==> src/rtl/sdp_y_cvt_pkg.sv <==
// Shared definitions for the SDP Y-path converter output buffering.
// Holds the default payload/counter widths and the FIFO occupancy constants.
package sdp_y_cvt_pkg;

    // Default payload width of one chn_out beat
    localparam int DEF_W = 16;

    // Default width of the accepted-beat counter
    localparam int DEF_CNT_W = 32;

    // Occupancy values of the 2-entry FIFO
    localparam logic [1:0] EMPTY = 2'd0;
    localparam logic [1:0] FULL  = 2'd2;

endpackage : sdp_y_cvt_pkg

==> src/rtl/sdp_y_cvt_fifo2.sv <==
// Generic 2-entry register FIFO.
// Valid, head data and occupancy all come straight from flops. The head
// register is preloaded with whatever will sit at the read pointer after
// this cycle's operations, so the read side never sees a mux path.
// A push into a full FIFO or a pop from an empty FIFO is ignored.
module sdp_y_cvt_fifo2
    import sdp_y_cvt_pkg::*;
#(
    parameter int W = DEF_W
) (
    input  logic         i_clk,
    input  logic         i_rstN,
    input  logic         i_push,
    input  logic         i_pop,
    input  logic [W-1:0] i_data,
    output logic [W-1:0] o_data,
    output logic         o_vld,
    output logic [1:0]   o_occ
);

    logic [W-1:0] r_mem [2];
    logic         r_wrPtr;
    logic         r_rdPtr;
    logic [1:0]   r_occ;
    logic         r_vld;
    logic [W-1:0] r_dout;

    logic         w_doPush;
    logic         w_doPop;
    logic         w_rdPtrNext;
    logic [1:0]   w_occNext;
    logic [W-1:0] w_headNext;

    // Qualify the requests and work out the next occupancy and next head value
    always_comb begin
        w_doPush    = i_push && (r_occ != FULL);
        w_doPop     = i_pop && (r_occ != EMPTY);
        w_rdPtrNext = r_rdPtr ^ w_doPop;
        w_occNext   = r_occ + {1'b0, w_doPush} - {1'b0, w_doPop};
        w_headNext  = r_dout;
        if (w_doPush && (r_wrPtr == w_rdPtrNext)) begin
            w_headNext = i_data;
        end else if (w_occNext != EMPTY) begin
            w_headNext = r_mem[w_rdPtrNext];
        end
    end

    // Storage entries: write the incoming beat at the write pointer
    always_ff @(posedge i_clk or negedge i_rstN) begin
        if (!i_rstN) begin
            r_mem[0] <= '0;
            r_mem[1] <= '0;
        end else if (w_doPush) begin
            r_mem[r_wrPtr] <= i_data;
        end
    end

    // Pointers, occupancy and the registered read-side outputs
    always_ff @(posedge i_clk or negedge i_rstN) begin
        if (!i_rstN) begin
            r_wrPtr <= 1'b0;
            r_rdPtr <= 1'b0;
            r_occ   <= EMPTY;
            r_vld   <= 1'b0;
            r_dout  <= '0;
        end else begin
            r_wrPtr <= r_wrPtr ^ w_doPush;
            r_rdPtr <= w_rdPtrNext;
            r_occ   <= w_occNext;
            r_vld   <= (w_occNext != EMPTY);
            r_dout  <= w_headNext;
        end
    end

    assign o_data = r_dout;
    assign o_vld  = r_vld;
    assign o_occ  = r_occ;

endmodule : sdp_y_cvt_fifo2

==> src/rtl/sdp_y_cvt_chn_out_obuf.sv <==
// Output buffer for the SDP Y-path converter chn_out channel.
// Accepts core writes whenever the 2-entry FIFO is not full and reports the
// accept on chn_out_rsci_biwt. The accept depends only on oswt and the
// registered occupancy, so downstream ready never reaches back into the core.
module sdp_y_cvt_chn_out_obuf
    import sdp_y_cvt_pkg::*;
#(
    parameter int W     = DEF_W,
    parameter int CNT_W = DEF_CNT_W
) (
    input  logic             nvdla_core_clk,
    input  logic             nvdla_core_rstn,
    input  logic             chn_out_rsci_oswt,
    input  logic [W-1:0]     chn_out_rsci_d,
    output logic             chn_out_rsci_biwt,
    output logic             chn_out_vld,
    input  logic             chn_out_rdy,
    output logic [W-1:0]     chn_out_pd,
    output logic [1:0]       chn_out_occ,
    output logic             chn_out_idle,
    output logic [CNT_W-1:0] chn_out_beat_cnt
);

    logic             w_push;
    logic             w_pop;
    logic             w_vld;
    logic [1:0]       w_occ;
    logic [W-1:0]     w_pd;
    logic [CNT_W-1:0] r_beatCnt;

    // Accept a core write unless the FIFO is already full; idle when empty and no request
    always_comb begin
        w_push       = chn_out_rsci_oswt && (w_occ != FULL);
        w_pop        = w_vld && chn_out_rdy;
        chn_out_idle = (w_occ == EMPTY) && !chn_out_rsci_oswt;
    end

    sdp_y_cvt_fifo2 #(
        .W (W)
    ) u_fifo (
        .i_clk  (nvdla_core_clk),
        .i_rstN (nvdla_core_rstn),
        .i_push (w_push),
        .i_pop  (w_pop),
        .i_data (chn_out_rsci_d),
        .o_data (w_pd),
        .o_vld  (w_vld),
        .o_occ  (w_occ)
    );

    // Count every beat accepted from the core, wrapping freely
    always_ff @(posedge nvdla_core_clk or negedge nvdla_core_rstn) begin
        if (!nvdla_core_rstn) begin
            r_beatCnt <= '0;
        end else if (w_push) begin
            r_beatCnt <= r_beatCnt + CNT_W'(1);
        end
    end

    assign chn_out_rsci_biwt = w_push;
    assign chn_out_vld       = w_vld;
    assign chn_out_pd        = w_pd;
    assign chn_out_occ       = w_occ;
    assign chn_out_beat_cnt  = r_beatCnt;

endmodule : sdp_y_cvt_chn_out_obuf
==> config.mk <==
export PLATFORM = sky130hd
export DESIGN_NAME = sdp_y_cvt_chn_out_obuf
export DESIGN_NICKNAME = d
export VERILOG_FILES = /design/src/rtl/sdp_y_cvt_pkg.sv /design/src/rtl/sdp_y_cvt_fifo2.sv /design/src/rtl/sdp_y_cvt_chn_out_obuf.sv
export SDC_FILE = /design/constraint.sdc
export NUM_CORES = 1
export LEC_CHECK = 0
export ABC_AREA = 1
export ABC_CLOCK_PERIOD_IN_PS = 5700
export CORE_MARGIN = 2
export CORE_UTILIZATION = 53
export DETAILED_ROUTE_END_ITERATION = 16
export GPL_ROUTABILITY_DRIVEN = 0
export PLACE_DENSITY = 0.85
export SLEW_MARGIN = 30
export SYNTH_ARGS = -nofsm -noshare
export SYNTH_HDL_FRONTEND = slang
export SYNTH_HIERARCHICAL = 1
export SYNTH_SLANG_ARGS = --single-unit
==> constraint.sdc <==
create_clock -name nvdla_core_clk -period 5.7 [get_ports nvdla_core_clk]
set_input_delay 0.855 -clock nvdla_core_clk [delete_from_list [all_inputs] [get_ports nvdla_core_clk]]
set_output_delay 0.855 -clock nvdla_core_clk [all_outputs]
set_load 0.02 [all_outputs]
# Yosys cells after proc, flatten, opt, wreduce, memory -nomap -nowiden

Cells that the tools add are included.

Register bits: 85
Input port bits: 20
Word-level logic and storage cells: 40
Output and inout bits: 53

Reductions and logical operators: 12
Order comparisons: 3
$add $sub $neg: 3
Bitwise gates (word level): 4
Equal/unequal tests: 2
Muxes and demuxes: 8

Operator list:

| kind                  | count |
|---|---|
| $mux 16               | 6 |
| $add 32x1->32 const B | 1 |
| $bwmux 32             | 1 |
| $demux 16 s1          | 1 |
| $logic_and 1x1->1     | 7 |
| $reduce_bool 2->1     | 3 |
| $ge 2x2->1 const B    | 2 |
| $not 1->2             | 2 |
| $add 2x1->2           | 1 |
| $logic_not 2->1       | 1 |
| $lt 2x1->1 const B    | 1 |
| $ne 2x2->1 const B    | 1 |
| $sub 2x1->2           | 1 |
| $xor 1x1->1           | 2 |
| $eq 1x1->1            | 1 |
| $logic_not 1->1       | 1 |

# Depth between registers and ports, before layout

Gate-level depths: netlist (run 1).

Depth in word-level cells: 9
Mapped depth: 19
Depth with buffers taken out: 16

# By module

The synthesis (run 1) kept the hierarchy.

By module, submodules not included:

| module                 | cells an instance | area each (um2) | seq. area each (um2) | instances |
|---|---|---|---|---|
| sdp_y_cvt_fifo2        | 251               | 2513.7          | 1326.3               | 1 |
| sdp_y_cvt_chn_out_obuf | 232               | 1828.0          | 800.8                | 1 |

# Least setup slack after synthesis (run 1)

OpenSTA, ideal clock, no wires.

Path type: input to register
Start point: input port chn_out_rsci_oswt
End point: register u_fifo.r_dout[10] (netlist: u_fifo/o_data[10])
Setup time: 0.125 ns
Data required time: 5.575 ns
Path buffers: 3
Cell stages on the path: 17
Slack: 2.979 ns
Data arrival time: 2.596 ns
Path through: inv_2 -> a21oi_2 -> buf_6 -> nand2_1 -> inv_2 -> buf_2 -> nand2_1 -> nand2_1 -> ha_1 -> nand2_1 -> nand2_1 -> inv_1 -> nand2_2 -> nand3b_4 -> buf_2 -> nand3_1 -> nand3_1

Word-level cells in the longest chain between the ends: 6
Elaborated cells on any way between the ends: 8
Classes of those cells: add/sub (2); mux (1); reduce/logical (5)

Ends and longest elaborated chain:

| what                        | line                         | source |
|---|---|---|
| start: declaration          | sdp_y_cvt_chn_out_obuf.sv:13 | `input logic chn_out_rsci_oswt,` |
| $logic_and 1x1->1 *         | sdp_y_cvt_chn_out_obuf.sv:33 | `w_push = chn_out_rsci_oswt && (w_occ != FULL);` |
| net chn_out_rsci_biwt       | sdp_y_cvt_chn_out_obuf.sv:15 | `output logic chn_out_rsci_biwt,` |
| $logic_and 1x1->1 *         | sdp_y_cvt_fifo2.sv:36        | `w_doPush = i_push && (r_occ != FULL);` |
| $add 2x1->2                 | sdp_y_cvt_fifo2.sv:39        | `w_occNext = r_occ + {1'b0, w_doPush} - {1'b0, w_doPop};` |
| $sub 2x1->2                 | sdp_y_cvt_fifo2.sv:39        |  |
| $reduce_bool 2->1           | sdp_y_cvt_fifo2.sv:43        | `end else if (w_occNext != EMPTY) begin` |
| $reduce_bool 2->1 (no line) | --                           |  |
| end signal: assignment      | sdp_y_cvt_fifo2.sv:71        | `r_dout <= w_headNext;` |
| end: declaration            | sdp_y_cvt_fifo2.sv:26        | `logic [W-1:0] r_dout;` |

Mark *: on every way through the listed nets, which the timed path passes. The rest lies on a longest branch.
A chain may end at the register's enable or synchronous reset.

# Final worst setup path (run 1)

Start point: input port chn_out_rsci_oswt
End point: output port chn_out_rsci_biwt

Word-level cells in the longest chain between the ends: 1

Ends and longest elaborated chain:

| what              | line |
|---|---|
| $logic_and 1x1->1 | sdp_y_cvt_chn_out_obuf.sv:33 |
| end: declaration  | sdp_y_cvt_chn_out_obuf.sv:15 |

Every way passes these cells.

==> metrics.csv, run 1 <==
stage,metric,value,unit
timing,Max Slew Vio Count,0,
global_routing,GR Overflow Total,0,
die,core area,8090,um^2
power_and_ir_drop,Power Dens Cells,516,nW/um^2
placed_design,# port buffers,72,
timing,Tightest Pin Transition,0.813,ns
drt,Pre-Repair DR Iteration Count,5,
drt,Via-to-Cell Ratio,5.46,
clock_tree,Worst-Skew Late Latency,0.36,ns
timing,Final min period,3.51,ns
timing,setup_tns,0,ns
global_routing,largest net degree at the start of global routing,86,
worst_setup_path,CP startpoint kind,primary input,
synthesis,Synth area leader,dfrtp_1,
layout,FILL cells,674,
layout,Final Net Count,576,
clock_tree,Post-CTS Hold Buffers,0,
clock_tree,CTS max path bufs,2,
synthesis,Post-synth ARST share,1.00,
timing,endpoints failing setup,0,
layout,"Area growth, synth to finish",23.3,%
die,chip height,94.5,um
synthesis,ys flop type,dfrtp_1,
timing,RSZ-0062 raised after global routing,false,
synthesis,top cell types by occurrence after synthesis,"136 x nand2_1, 85 x dfrtp_1, 80 x nand3_1",
drt,WL met3,601,um
drt,max layer used,met4,
timing,final period utilization,0.617,
worst_setup_path,Worst Setup SP,chn_out_rsci_oswt,
layout,fin cells,661,
timing,clk_skew,0.00715,ns
die,Die Wd,94.5,um
run_status,result of the run,"complete, no violations",
clock_tree,Num CTS Buffers,9,
synthesis,top-area cell type share of the netlist area,0.490,
synthesis,most frequent cell after synthesis,nand2_1,
worst_setup_path,CP arrival,2.66,ns
synthesis,Syn Nets,507,
drt,drt drc,0,
timing,final worst setup slack,2.19,ns
worst_setup_path,worst reg-to-reg setup slack,2.83,ns
hold_path,min-delay worst type,flip-flop to flip-flop,
layout,"Design Area, Final",5350,um^2
power_and_ir_drop,Lkg Pwr,2.39,nW
drt,DR iter-0 viols,207,
synthesis,"top cells by area, synth","dfrtp_1 49%, nand2_1 12%, nand3_1 9.2%",
hold_path,HP Start,chn_out_beat_cnt[31]$_DFFE_PN0P_,
worst_setup_path,CP Max Fanout,12,
synthesis,"EDFF count, synth",0,
clock_tree,Root Buffer Master,clkbuf_8,
die,Ports,73,
layout,Ant. Diodes,0,
drt,final WL,9830,um
global_routing,first-pass GRT wire length,16600,um
drt,Routed WL per cell,14.9,um
synthesis,Yosys Warn Count,6,
global_routing,GRT Overall Usage,0.237,
clock_tree,clk slew on worst S/H paths,0.08,ns
drt,vias,3607,
clock_tree,Post-CTS Resized,0,
die,num rows,33,
synthesis,Post-Syn Area,4340,um^2
drt,DRT antenna net count,0,
layout,share of cells above drive strength 1,0.147,
clock_tree,CTS Sinks,85,
placed_design,Detailed Place HPWL,6810,um
worst_setup_path,Reg2Reg Depth,15,
clock_tree,postcts setup bufs,0,
drt,met2 routed WL,5090,um
flow_run,Max Cap Violations,0,
worst_setup_path,CP Capture Type,output pin,
placed_design,"Cell Area, Placed",5110,um^2
power_and_ir_drop,maximum vdd drop,0.000348,V
placed_design,Post-Place Cells,646,
synthesis,Yosys reg bits,85,
clock_tree,CTS tree,built,
timing,maximum clock frequency,285,MHz
global_routing,vias in the first global route,3709,
worst_setup_path,Critical Setup Path Class,primary input to output pin,
die,die area,8930,um^2
worst_setup_path,r2r endpoint,u_fifo/o_data[5]$_DFFE_PN0P_,
clock_tree,H-tree depth,3,
timing,slew margin rel.,0.458,
synthesis,Synth cell types,27,
die,initial core utilization,0.536,
worst_setup_path,CP required,4.85,ns
timing,final count of hold timing violations,0,
global_routing,initial antenna violation count,0,
worst_setup_path,worst setup path end,chn_out_rsci_biwt,
drt,met1 wire length,3970,um
worst_setup_path,worst r2r src,u_fifo/o_occ[0]$_DFF_PN0_,
layout,Post-Route Utilization,0.662,
synthesis,Post-Syn Instances,483,
synthesis,"Avg Cell Area, Syn",8.99,um^2
placed_design,Setup WS pre-CTS,1.92,ns
synthesis,"Seq/Total Area, Yosys",0.490,
==> worst min-delay path by stage <==
stage / slack, ns / depth (start not counted) / end
3_3_place_gp: 0.47 / 2 / chn_out_beat_cnt[31]$_DFFE_PN0P_
4_1_cts: 0.51 / 2 / chn_out_beat_cnt[31]$_DFFE_PN0P_
3_5_place_dp: 0.49 / 2 / chn_out_beat_cnt[31]$_DFFE_PN0P_
6_report: 0.50 / 2 / chn_out_beat_cnt[31]$_DFFE_PN0P_
5_1_grt: 0.52 / 2 / chn_out_beat_cnt[31]$_DFFE_PN0P_
2_1_floorplan: 0.48 / 1 / u_fifo/r_mem[10]$_DFFE_PN0P_
==> layout make-up <==
cell class / count / area (um^2) / area share
multi-input combinational: 353 / 2010 / 0.376
clock buffer: 10 / 138 / 0.0257
sequential: 85 / 2130 / 0.397
timing repair buffer: 72 / 722 / 0.135
clock inverter: 5 / 108 / 0.0201
tap: 105 / 131 / 0.0245
inverter: 31 / 116 / 0.0217
==> worst max-delay path, cell delays in order <==
cell and delay [ns]:
clkdlybuf4s50_1 0.62, inv_2 0.06, a21oi_2 0.39, clkdlybuf4s50_1 0.73
==> power breakdown <==
group	internal [mW]	switching [mW]	leakage, nW
combinational	0.529	0.742	1.20
clock	0.303	0.216	0.123
sequential	0.824	0.151	1.06
total	1.66	1.11	2.39
==> metal layers <==
| layer | GRT usage | vias up |
|---|---|---|
| met5 | 0 | - |
| met4 | 0.105 | 0 |
| met3 | 0.0319 | 16 |
| met2 | 0.424 | 146 |
| met1 | 0.284 | 1730 |
| li1 | - | 1715 |
==> cells in the final DEF, fill, tap and decap left out, drive strengths merged <==
cell           synthesis  routed
clkdlybuf4s50          0      71
o21ai                  2       2
nor3                   5       5
mux2                  32      32
nand2                146     146
dfrtp                 85      85
nand4                  6       6
a21oi                  1       1
buf                   12       1
o21bai                 1       1
clkinv                 0       1
nor2                  45      45
nand3b                 8       8
inv                   31      32
ha                     4       4
xnor2                 10      10
xor2                   9       9
clkbuf                 2      10
nand3                 84      84
bufinv                 0       3
==> stage by stage <==
stage	power (mW)	hold WS, ns
floorplan	1.89	0.481
global placement	2.18	0.474
detailed placement	2.25	0.485
CTS	2.77	0.506
global route	2.94	0.519
finish	2.76	0.498
==> sequential cells by signal, indices dropped and copies added, names as in the netlist <==
name              cells
chn_out_beat_cnt     32
u_fifo/r_mem         32
u_fifo/o_data        16
u_fifo/o_occ          2
u_fifo/o_vld          1
u_fifo/r_rdPtr        1
u_fifo/r_wrPtr        1
==> kinds of logic after synthesis <==
group                      synth area share
AOI/OAI and AO/OA                   0.00605
DFF                                   0.490
muxes                                0.0830
buffers and inverters                0.0478
xor gates and xnor gates             0.0383
and+or+nand+nor                       0.323
adders and majority gates            0.0115
No activity file was read; power rests on OpenSTA's default activity.
==> inputs of run 2 (changes only) <==
--- a/config.mk
+++ b/config.mk
@@ -6,12 +6,12 @@
 export NUM_CORES = 1
 export LEC_CHECK = 0
 export ABC_AREA = 1
-export ABC_CLOCK_PERIOD_IN_PS = 5700
+export ABC_CLOCK_PERIOD_IN_PS = 3080
 export CORE_MARGIN = 2
-export CORE_UTILIZATION = 53
+export CORE_UTILIZATION = 48
 export DETAILED_ROUTE_END_ITERATION = 16
 export GPL_ROUTABILITY_DRIVEN = 0
-export PLACE_DENSITY = 0.85
+export PLACE_DENSITY = 0.81
 export SLEW_MARGIN = 30
 export SYNTH_ARGS = -nofsm -noshare
 export SYNTH_HDL_FRONTEND = slang
==> constraint.sdc (replaced) <==
create_clock -name nvdla_core_clk -period 3.08 [get_ports nvdla_core_clk]
set_input_delay 0.462 -clock nvdla_core_clk [delete_from_list [all_inputs] [get_ports nvdla_core_clk]]
set_output_delay 0.462 -clock nvdla_core_clk [all_outputs]
set_load 0.02 [all_outputs]
==> metrics.csv, run 2 (synthesis gave the netlist of run 1 again) <==
stage,metric,value,unit,change
clock_tree,Worst-Skew Late Latency,0.35,ns,about the same
timing,setup_tns,0,ns,unchanged
layout,most frequent cells in the layout,"136 x nand2_1, 85 x dfrtp_1, 80 x nand3_1, 71 x clkdlybuf4s50_1, 32 x mux2_2",,
clock_tree,CTS Sinks,85,,unchanged
worst_setup_path,CP startpoint kind,primary input,,
worst_setup_path,Critical Setup Path Class,primary input to output pin,,
worst_setup_path,CP max stage delay,0.62,ns,-0.11 ns
layout,"Area growth, synth to finish",23.0,%,
global_routing,vias in the first global route,3646,,-1.7%
worst_setup_path,CP arrival,2.02,ns,-0.64 ns
power_and_ir_drop,Lkg Pwr,2.38,nW,-0.19%
worst_setup_path,"Buf+Inv Stages, Crit Path",4,,+1
clock_tree,Post-CTS Hold Buffers,0,,unchanged
timing,Fin Hold WS,0.148,ns,-0.350 ns
drt,DR iter-0 viols,199,,-3.9%
timing,RSZ-0062 raised after global routing,false,,
die,die area,9820,um^2,+10%
power_and_ir_drop,Pwr Total,4.94,mW,+79%
global_routing,GRT Overall Usage,0.211,,-0.0257
die,chip height,99.1,um,+4.9%
timing,final count of hold timing violations,0,,unchanged
timing,Final min period,2.48,ns,
flow_run,Max Cap Violations,0,,unchanged
clock_tree,CTS max path bufs,2,,unchanged
layout,Ant. Diodes,0,,unchanged
clock_tree,H-tree depth,3,,unchanged
layout,share of cells above drive strength 1,0.153,,+0.00582
timing,endpoints failing setup,0,,unchanged
global_routing,GR Overflow Total,0,,unchanged
clock_tree,Root Buffer Master,clkbuf_8,,
global_routing,initial antenna violation count,0,,unchanged
hold_path,min-delay worst type,primary input to asynchronous set/reset pin,,
worst_setup_path,CP dominant cell by count,clkdlybuf4s50_1,,
worst_setup_path,critical path cell sequence,clkdlybuf4s50_1 > inv_2 > a21oi_2 > buf_4 > clkdlybuf4s50_1,,
placed_design,# port buffers,72,,unchanged
timing,maximum clock frequency,403,MHz,
clock_tree,Post-CTS Resized,0,,unchanged
worst_setup_path,"Largest delay share family, worst path",buffers and inverters,,
drt,final WL,9650,um,-1.8%
worst_setup_path,slowest CP cell,clkdlybuf4s50_1,,
timing,clk_skew,0.0106,ns,+0.00348 ns
timing,Tightest Pin Transition,0.746,ns,-0.0673 ns
worst_setup_path,CP Max Fanout,11,,-1
power_and_ir_drop,maximum vdd drop,0.000595,V,+71%
drt,vias,3575,,-0.89%
power_and_ir_drop,Power Dens Cells,925,nW/um^2,+79%
global_routing,first-pass GRT wire length,16800,um,+1.2%
clock_tree,clk slew on worst S/H paths,0.08,ns,about the same
global_routing,largest net degree at the start of global routing,86,,unchanged
worst_setup_path,CP Capture Type,output pin,,
layout,FILL cells,738,,+9.5%
layout,"commonest non-fill, non-tap cell in the layout",nand2_1,,
worst_setup_path,CP required,2.62,ns,-2.23 ns
drt,drt drc,0,,unchanged
placed_design,"Cell Area, Placed",5140,um^2,+0.71%
drt,DRT antenna net count,0,,unchanged
clock_tree,Num CTS Buffers,9,,unchanged
timing,slew margin rel.,0.503,,+0.0449
die,core area,8760,um^2,+8.3%
layout,Final Net Count,581,,+0.87%
drt,Via-to-Cell Ratio,5.34,,-2.1%
drt,Routed WL per cell,14.4,um,-3.0%
die,initial core utilization,0.495,,-0.0411
run_status,result of the run,"complete, no violations",,
placed_design,Detailed Place HPWL,6890,um,+1.1%
drt,Pre-Repair DR Iteration Count,4,,-1
die,num rows,34,,+3.0%
layout,"Design Area, Final",5340,um^2,-0.23%
clock_tree,CTS tree,built,,
clock_tree,postcts setup bufs,0,,unchanged
die,Die Wd,99.1,um,+4.9%
timing,final period utilization,0.805,,
timing,Max Slew Vio Count,0,,unchanged
die,Ports,73,,unchanged
[run 2: changes by cell type in the layout (fill, tap and decap cells not counted), sizes merged]
cell and change:
buf +5, bufinv -2, clkinvlp +2
[run 2: report_power, final]
part,switching [mW],total (mW),internal [mW]
Combinational,1.36,2.36,1.00
Sequential,0.274,1.80,1.53
Clock,0.389,0.783,0.393
[run 2: metal layers]
layer	track usage	vias to the layer above	routed length, um
met2	0.362	143	4850
met1	0.260	1690	3920
met3	0.0464	23	686
li1	-	1719	-
met4	0.0811	0	195
met5	0	-	0
[run 2: per-stage QoR]
stage	instances	worst slack, ns	utilization
2_1_floorplan	483	0.581	-
3_3_place_gp	654	0.535	0.587
3_5_place_dp	654	0.400	0.587
4_1_cts	669	0.603	0.610
5_1_grt	669	0.529	0.610
6_report	669	0.601	0.610
[run 2: worst paths after layout]
path / from / end / slack (ns) / cells after the start
worst max-delay path: chn_out_rsci_oswt / chn_out_rsci_biwt / 0.60 / 5
worst max register to register: u_fifo/o_occ[0]$_DFF_PN0_ / u_fifo/o_data[12]$_DFFE_PN0P_ / 0.90 / 14
min in group nvdla_core_clk: chn_out_beat_cnt[31]$_DFFE_PN0P_ / chn_out_beat_cnt[31]$_DFFE_PN0P_ / 0.51 / 2
worst min register to register: chn_out_beat_cnt[31]$_DFFE_PN0P_ / chn_out_beat_cnt[31]$_DFFE_PN0P_ / 0.51 / 2
max in group asynchronous: nvdla_core_rstn / chn_out_beat_cnt[17]$_DFFE_PN0P_ / 2.42 / 1
worst min-delay path: nvdla_core_rstn / chn_out_beat_cnt[6]$_DFFE_PN0P_ / 0.15 / 1
[run 2: worst register-to-register path, stage by stage, from the launching register on]
cell and delay [ns]:
dfrtp_1 0.47, inv_1 0.10, a21oi_2 0.14, nand2_1 0.13
nand2_1 0.12, nand2_1 0.07, ha_1 0.20, inv_1 0.06
nand2_1 0.05, nand2_1 0.09, inv_1 0.06, nand2_2 0.11
nand3b_4 0.22, nand3_1 0.17, nand3_1 0.09
[run 2: cell type report]
| cell class | instances | area [um^2] | area share |
|---|---|---|---|
| timing repair buffer | 77 | 759 | 0.142 |
| clock inverter | 5 | 58.8 | 0.0110 |
| multi-input combinational | 353 | 2010 | 0.376 |
| inverter | 31 | 116 | 0.0218 |
| tap | 108 | 135 | 0.0253 |
| clock buffer | 10 | 138 | 0.0258 |
| sequential | 85 | 2130 | 0.398 |
